$ cat config.mk
export PLATFORM = sky130hd
export DESIGN_NAME = data_mem_arbiter
export DESIGN_NICKNAME = d
export VERILOG_FILES = /design/src/rtl/data_mem_arbiter_pkg.sv /design/src/rtl/data_mem_arb_pick.sv /design/src/rtl/data_mem_arbiter.sv
export SDC_FILE = /design/constraint.sdc
export NUM_CORES = 1
export LEC_CHECK = 0
export ABC_AREA = 1
export CAP_MARGIN = 10
export CORE_AREA = 2 2 115 117
export DETAILED_ROUTE_END_ITERATION = 8
export DIE_AREA = 0 0 117 119
export PLACE_DENSITY_LB_ADDON = 0.3
export SLEW_MARGIN = 10
export SYNTH_ARGS = -nofsm -noshare
export SYNTH_HDL_FRONTEND = slang
export SYNTH_SLANG_ARGS = --single-unit
$ cat constraint.sdc
create_clock -name clk -period 3.15 [get_ports clk]
set_input_delay 0.63 -clock clk [delete_from_list [all_inputs] [get_ports clk]]
set_output_delay 0.63 -clock clk [all_outputs]
set_load 0.005 [all_outputs]
$ cat src/rtl/data_mem_arbiter_pkg.sv
// Shared types and helpers for the data-RAM arbiter: FSM state encoding and
// starvation-counter sizing.
package data_mem_arbiter_pkg;

  typedef enum logic [1:0] {
    ARB_IDLE   = 2'd0,
    ARB_ACCESS = 2'd1,
    ARB_RESP   = 2'd2
  } arb_state_e;

  // Bits needed to count from 0 up to and including limit.
  function automatic int cnt_width(input int limit);
    int w;
    w = $clog2(limit + 1);
    return (w < 1) ? 1 : w;
  endfunction

endpackage

$ cat src/rtl/data_mem_arb_pick.sv
// Combinational grant selection: port 0 has fixed priority unless port 1 has
// waited through STARVE_LIMIT consecutive port-0 wins.
module data_mem_arb_pick #(
  parameter int STARVE_LIMIT = 4,
  parameter int CNT_W        = 3
) (
  input  logic             req0,
  input  logic             req1,
  input  logic [CNT_W-1:0] starve_cnt,
  output logic             grant_valid,
  output logic             grant_sel
);

  logic at_limit;

  assign at_limit    = (starve_cnt == CNT_W'(STARVE_LIMIT));
  assign grant_valid = req0 | req1;
  // Port 1 wins when starving, or when port 0 is not asking at all.
  assign grant_sel   = (req1 & at_limit) | ~req0;

endmodule

$ cat src/rtl/data_mem_arbiter.sv
// Two-port arbiter in front of a single-port synchronous data RAM. Each access
// takes IDLE -> ACCESS -> RESP; byte addresses are converted to word addresses.
module data_mem_arbiter
  import data_mem_arbiter_pkg::*;
#(
  parameter int DATA_W       = 32,
  parameter int ADDR_W       = 32,
  parameter int STARVE_LIMIT = 4
) (
  input  logic              clk,
  input  logic              rst,
  input  logic              req0,
  input  logic              wen0,
  input  logic [ADDR_W-1:0] addr0,
  input  logic [DATA_W-1:0] wdata0,
  output logic              ack0,
  output logic [DATA_W-1:0] rdata0,
  input  logic              req1,
  input  logic              wen1,
  input  logic [ADDR_W-1:0] addr1,
  input  logic [DATA_W-1:0] wdata1,
  output logic              ack1,
  output logic [DATA_W-1:0] rdata1,
  output logic              ram_we,
  output logic [ADDR_W-1:0] ram_addr,
  output logic [DATA_W-1:0] ram_din,
  input  logic [DATA_W-1:0] ram_dout,
  output logic              busy
);

  localparam int CNT_W = cnt_width(STARVE_LIMIT);

  arb_state_e        state_reg;
  logic              owner_reg;
  logic [CNT_W-1:0]  starve_cnt_reg;
  logic              grant_valid;
  logic              grant_sel;
  logic [ADDR_W-1:0] sel_addr;
  logic              sel_wen;
  logic [DATA_W-1:0] sel_wdata;
  logic              unused_addr_lsbs;

  data_mem_arb_pick #(
    .STARVE_LIMIT (STARVE_LIMIT),
    .CNT_W        (CNT_W)
  ) u_pick (
    .req0        (req0),
    .req1        (req1),
    .starve_cnt  (starve_cnt_reg),
    .grant_valid (grant_valid),
    .grant_sel   (grant_sel)
  );

  assign sel_addr  = grant_sel ? addr1  : addr0;
  assign sel_wen   = grant_sel ? wen1   : wen0;
  assign sel_wdata = grant_sel ? wdata1 : wdata0;

  // The RAM is word-addressed; byte lane bits are dropped.
  assign unused_addr_lsbs = ^sel_addr[1:0];

  always_ff @(posedge clk or posedge rst) begin
    if (rst) begin
      state_reg      <= ARB_IDLE;
      owner_reg      <= 1'b0;
      starve_cnt_reg <= '0;
      ram_we         <= 1'b0;
      ram_addr       <= '0;
      ram_din        <= '0;
    end else begin
      case (state_reg)
        ARB_IDLE: begin
          if (grant_valid) begin
            owner_reg <= grant_sel;
            ram_addr  <= {2'b00, sel_addr[ADDR_W-1:2]};
            ram_we    <= sel_wen;
            ram_din   <= sel_wdata;
            state_reg <= ARB_ACCESS;
            if (grant_sel)
              starve_cnt_reg <= '0;
            else if (req1 && starve_cnt_reg != CNT_W'(STARVE_LIMIT))
              starve_cnt_reg <= starve_cnt_reg + 1'b1;
          end
        end
        ARB_ACCESS: begin
          // RAM samples the write at this edge; drop we so it lasts one cycle.
          ram_we    <= 1'b0;
          state_reg <= ARB_RESP;
        end
        ARB_RESP: begin
          state_reg <= ARB_IDLE;
        end
        default: begin
          ram_we    <= 1'b0;
          state_reg <= ARB_IDLE;
        end
      endcase
    end
  end

  // Responses decode straight from registered state so reset clears them at once.
  assign ack0   = (state_reg == ARB_RESP) && !owner_reg;
  assign ack1   = (state_reg == ARB_RESP) &&  owner_reg;
  assign rdata0 = ack0 ? ram_dout : '0;
  assign rdata1 = ack1 ? ram_dout : '0;
  assign busy   = (state_reg != ARB_IDLE);

endmodule

==> results.sh, run 1 <==
export IMPL_critPathSlowestCell="clkdlybuf4s50_1"
export IMPL_totalWireLength_mm=15.5
export IMPL_syn_avg_cell_area_um2=6.37
export IMPL_root_buffer="clkbuf_16"
export IMPL_pin_count=298
export IMPL_grt_use_total_pct=22.3
export IMPL_synth_xor_area_share_pct=0.202
export IMPL_postCtsSetupRepairBufs=0
export IMPL_ff2ff_setup_slack_ns=1.33
export IMPL_reg2reg_depth=8
export IMPL_wire_per_inst_um=13.6
export IMPL_worst_setup_path_start_kind="flop"
export IMPL_fin_util_pct=59.3
export IMPL_whs_ns=0.474
export IMPL_first_iter_violations=200
export IMPL_path_cells="inv_1, nand3_1, nor2_1, clkdlybuf4s50_1"
export IMPL_htree_levels=3
export IMPL_crit_type="reg2out"
export IMPL_leakage_nw=4.06
export IMPL_fin_crit_ns=2.87
export IMPL_die_h_um=119
export IMPL_syn_cell_area_um2=4340
export IMPL_nNetsFinal=1122
export IMPL_coreArea_um2=12900
export IMPL_dieArea_um2=13900
export IMPL_slowest_delay_ns=0.59
export IMPL_yosysWarnings=0
export IMPL_hp_class="reg2reg"
export IMPL_critPathCaptureType="primary output"
export IMPL_max_freq_mhz=349
export IMPL_cts_sink_count=69
export IMPL_clk_latency_ns=0.33
export IMPL_grt_pass1_vias=4673
export IMPL_rows=42
export IMPL_antenna_found_initial=1
export IMPL_cts_buffers=9
export IMPL_synth_top_family_by_area="simple AND/OR/NAND/NOR gates"
export IMPL_vias=4960
export IMPL_clock_path_buffers=2
export IMPL_drt_first_pass_iters=4
export IMPL_r2r_start="starve_cnt_reg[0]"
export IMPL_crit_arrival_ns=2.24
export IMPL_globalplace_congestion=0.808
export IMPL_syn_to_final_growth_pct=75.6
export IMPL_vias_per_cell=4.37
export IMPL_grt_max_degree=66
export IMPL_max_cap_viol_count=0
export IMPL_yosys_cell_types_count=18
export IMPL_required_ns=2.52
export IMPL_synth_compound_area_share_pct=0.288
export IMPL_min_from="ram_addr[1]"
export IMPL_dp_hpwl_mm=11.4
export IMPL_cts_tree="done"
export IMPL_rr_endpoint="ram_addr[26]"
export IMPL_finalHoldViolations=0
export IMPL_register_area_um2=1730
export IMPL_tns_ns=0
export IMPL_grt_ovfl_total=0
export IMPL_maxSlewViolCount=0
export IMPL_syn_inst=682
export IMPL_drive_gt1_share_pct=3.34
export IMPL_die_width_um=117
export IMPL_grt_setup_unrepaired="no"
export IMPL_worstHoldEndpoint="ram_addr[1]"
export IMPL_path_max_fanout=13
export IMPL_clk_pin_slew_ns=0.05
export IMPL_status="completed"
export IMPL_largest_register_ffs=32
export IMPL_synthAdderAreaFrac_pct=0.576
export IMPL_synthSimpleGateAreaFrac_pct=38.5
export IMPL_postRouteAntennaNets=0
export IMPL_fill_cells=1190
export IMPL_grt_first_pass_wirelength_mm=23.9
export IMPL_drc=0
export IMPL_cts_resized_gates=0
export IMPL_multi_input_area_um2=1730
export IMPL_setup_viol=0
export IMPL_p_per_area_nw_per_um2=682
export IMPL_max_slew_worst_pin_slew_ns=0.739
export IMPL_holdBufCountCts=0
export IMPL_synthMuxAreaShare_pct=0
export IMPL_max_slew_margin_rel_pct=50.7
export IMPL_vdd_drop_max_uv=436
export IMPL_fin_crit_sh_pct=91.1
export IMPL_skew_ns=0.00230
export IMPL_initial_core_util_pct=33.7
export IMPL_ys_seq_elements=69
export IMPL_io_buffer_count=291
export IMPL_holdPathStages=2
export IMPL_synth_seq_area_share_pct=39.7
==> metrics by stage <==
step                setup WS, ns  cell area, um^2  instances  power, mW
floorplan                  0.780             4350        683       2.72
CTS                        0.253             7630       1134       5.27
global placement           0.496             7330       1119       4.20
global route              0.0791             7630       1135       5.61
finish                     0.282             7630       1135       5.21
detailed placement         0.503             7330       1119       4.25
==> cells in the final DEF (no fill, tap or decap), types with 2 or more instances in the layout <==
cell type / n
buf_4: 7
clkdlybuf4s50_1: 290
nand3_1: 131
ha_1: 2
inv_1: 166
dfrtp_1: 69
nor2_1: 66
conb_1: 2
clkbuf_16: 9
nand2_1: 196
clkbuf_8: 5
buf_12: 3
inv_2: 3
==> Yosys cell counts <==
master | count | area share (%)
o211ai_1 | 1 | 0.17
buf_6 | 12 | 3.1
dfrtp_1 | 69 | 40
nand3_2 | 1 | 0.23
o21ai_0 | 1 | 0.12
buf_4 | 2 | 0.35
inv_2 | 2 | 0.17
conb_1 | 1 | 0.086
xor2_1 | 1 | 0.20
nor2_1 | 66 | 5.7
nor2_2 | 1 | 0.14
inv_1 | 167 | 14
clkbuf_1 | 18 | 1.6
buf_2 | 9 | 1.0
nand2_1 | 197 | 17
nand3_1 | 131 | 15
nor2_4 | 1 | 0.26
ha_1 | 2 | 0.58
==> worst max path at each step <==
stage                            to  depth (start not counted)    startpoint  slack, ns
final                     rdata1[3]                          4  state_reg[0]       0.28
after floorplan           owner_reg                          1           rst       0.78
after detailed placement  rdata1[3]                          4   ram_dout[3]       0.50
after CTS                 rdata1[3]                          4  state_reg[0]       0.25
after global routing      rdata1[3]                          4  state_reg[0]       0.08
after global placement    rdata1[3]                          4   ram_dout[3]       0.50
==> final cells by class <==
cell class	count	area share (%)
antenna	1	0.0328
clock buffer	15	3.90
sequential	69	22.6
multi-input combinational	404	22.6
tap	176	2.89
inverter	169	8.32
timing repair buffer	301	39.6
==> report_power, final <==
| group | switching (mW) | internal [mW] |
|---|---|---|
| logic | 1.20 | 1.44 |
| registers | 0.239 | 1.33 |
| clock network | 0.362 | 0.637 |
| total | 1.80 | 3.41 |
==> cells by family after synthesis <==
kind of cell / count (synthesis)
adder cells (fa/ha/maj): 2
XOR/XNOR: 1
AO/OA/AOI/OAI: 2
buffers and inverters: 210
other: 1
flip-flops: 69
AND/OR/NAND/NOR: 397
==> routing by layer <==
layer  wire [um]  GRT usage [%]  share of wire [%]  vias to the layer above
li1            -              -                  -                     2523
met4         595           8.82                3.8                        0
met5           0              0                  0                        -
met1        5730           24.6                 37                     2200
met2        7990           40.4                 52                      205
met3        1170           5.60                7.6                       32
==> worst max-delay path, delay by kind of cell, from the launching register on <==
kind,cells,cell delay [ns]
AND/OR/NAND/NOR,2,0.82
flip-flops,1,0.38
buffers and inverters,2,0.70
Note: power is estimated with default switching activity, not from simulation.
==> inputs of run 2 (changes only) <==
- CORE_AREA: 2 2 115 117 -> 2 2 114 116
- CTS_BUF_LIST: default -> sky130_fd_sc_hd__clkbuf_8
- DIE_AREA: 0 0 117 119 -> 0 0 116 118
- TNS_END_PERCENT: default -> 100
==> results.sh, run 2 (synthesized netlist as in run 1, its figures left out) <==
export IMPL_fin_crit_ns=2.85
export IMPL_dieArea_um2=13700
export IMPL_switching_share_pct=35.3
export IMPL_grt_max_degree=66
export IMPL_seqPwrFrac_pct=31.2
export IMPL_finalHoldViolations=0
export IMPL_slowest_delay_ns=0.54
export IMPL_max_freq_mhz=350
export IMPL_setup_viol=0
export IMPL_vias_per_cell=4.37
export IMPL_postRouteAntennaNets=0
export IMPL_grt_first_pass_wirelength_mm=24.4
export IMPL_max_slew_worst_pin_slew_ns=0.731
export IMPL_dp_hpwl_mm=11.4
export IMPL_postCtsSetupRepairBufs=0
export IMPL_power_mw=5.03
export IMPL_syn_to_final_growth_pct=73.8
export IMPL_min_from="ram_addr[19]"
export IMPL_status="completed"
export IMPL_p_per_area_nw_per_um2=667
export IMPL_p_comb_share_pct=52.7
export IMPL_crit_type="reg2out"
export IMPL_holdBufCountCts=0
export IMPL_max_cap_viol_count=0
export IMPL_globalplace_congestion=0.781
export IMPL_maxSlewViolCount=0
export IMPL_critPathSlowestCell="clkdlybuf4s50_1"
export IMPL_crit_family="buffers and inverters"
export IMPL_tns_ns=0
export IMPL_io_buffer_count=291
export IMPL_diodes=0
export IMPL_cp_startpoint="state_reg[0]"
export IMPL_clock_path_buffers=2
export IMPL_max_slew_margin_rel_pct=51.3
export IMPL_totalWireLength_mm=15.4
export IMPL_intPower_mw=3.26
export IMPL_r2r_start="starve_cnt_reg[0]"
export IMPL_grt_use_total_pct=22.8
export IMPL_root_buffer="clkbuf_8"
export IMPL_layout_common_cells="clkdlybuf4s50_1, nand2_1, inv_1"
export IMPL_vdd_drop_max_uv=354
export IMPL_die_h_um=118
export IMPL_nNetsFinal=1122
export IMPL_whs_ns=0.477
export IMPL_fin_crit_sh_pct=90.6
export IMPL_drc=0
export IMPL_initial_core_util_pct=35.0
export IMPL_path_cells="inv_1, nand3_1, buf_4, nor2_1, clkdlybuf4s50_1"
export IMPL_worst_setup_path_start_kind="flop"
export IMPL_cts_resized_gates=0
export IMPL_grt_setup_unrepaired="no"
export IMPL_path_max_fanout=12
export IMPL_clkPwrFrac_pct=16.2
export IMPL_final_common_cell="clkdlybuf4s50_1"
export IMPL_coreArea_um2=12400
export IMPL_rows=41
export IMPL_die_width_um=116
export IMPL_path_buf_inv=3
export IMPL_htree_levels=3
export IMPL_cts_buffers=9
export IMPL_drive_gt1_share_pct=3.44
export IMPL_grt_pass1_vias=4670
export IMPL_clk_pin_slew_ns=0.07
export IMPL_pin_count=298
export IMPL_first_iter_violations=194
export IMPL_cts_tree="done"
export IMPL_crit_arrival_ns=2.22
export IMPL_drt_first_pass_iters=5
export IMPL_vias=4942
export IMPL_required_ns=2.52
export IMPL_largest_register_ffs=32
export IMPL_skew_ns=0.0124
export IMPL_wire_per_inst_um=13.6
export IMPL_critPathCaptureType="primary output"
export IMPL_grt_ovfl_total=0
export IMPL_p_switching_mw=1.77
export IMPL_cts_sink_count=69
export IMPL_leakage_nw=4.04
export IMPL_clk_latency_ns=0.34
export IMPL_antenna_found_initial=0
export IMPL_hp_class="reg2reg"
-- run 2: changes by cell type in the layout (fill, tap and decap cells not counted), sizes merged --
cell,before,now
clkbuf,15,11
bufinv,0,2
clkinv,0,2
diode,1,0
inv,169,170
-- run 2: layer usage --
layer  up-vias  wire [um]  GRT usage, %
met2       179       7990          41.7
li1       2527          -             -
met1      2214       6050          26.5
met4         0        351          6.99
met3        22       1030          4.22
met5         -          0             0
-- run 2: power by group through the flow --
stage          registers (mW)  clock network, mW  logic, mW
6_report                 1.57              0.813       2.65
5_1_grt                  1.63              0.878       2.94
4_1_cts                  1.57              0.840       2.69
3_5_place_dp             1.58                  0       2.68
3_3_place_gp             1.56                  0       2.66
2_1_floorplan            1.61                  0       1.11
-- run 2: worst paths after layout --
| path | end | slack (ns) | cells after the start |
|---|---|---|---|
| worst max-delay path | rdata1[31] | 0.30 | 5 |
| worst min-delay path | ram_addr[19] | 0.48 | 2 |
| worst max register to register | ram_din[22] | 1.33 | 7 |
| worst min register to register | ram_addr[19] | 0.48 | 2 |
| max in group asynchronous | ram_addr[0] | 1.98 | 3 |
| min in group asynchronous | ram_addr[24] | 0.56 | 2 |
-- run 2: tightest hold or removal path, delay by kind of cell, from the launching register on --
family	cells	cell delay [ns]
and+or+nand+nor	2	0.10
DFF	1	0.34
-- run 2: final cells by class --
cell class	instances	area [um^2]
tap	172	215
multi-input combinational	404	1730
sequential	69	1730
clock buffer	11	151
fill	1190	4870
clock inverter	5	73.8
inverter	169	634
timing repair buffer	301	3020
-- run 2: metrics by stage --
step	std cells	area [um^2]	setup WS (ns)	utilization, %
6_report	1131	7550	0.295	60.8
5_1_grt	1131	7550	0.142	60.8
4_1_cts	1131	7550	0.254	60.8
3_5_place_dp	1115	7320	0.518	59.0
3_3_place_gp	1115	7320	0.480	59.0
2_1_floorplan	683	4350	0.780	-
==> inputs of run 3 (changes only) <==
- CAP_MARGIN: 10 -> 20
==> results of run 3 <==
Same layout as run 2: the final DEF is identical, and so are final timing and power.
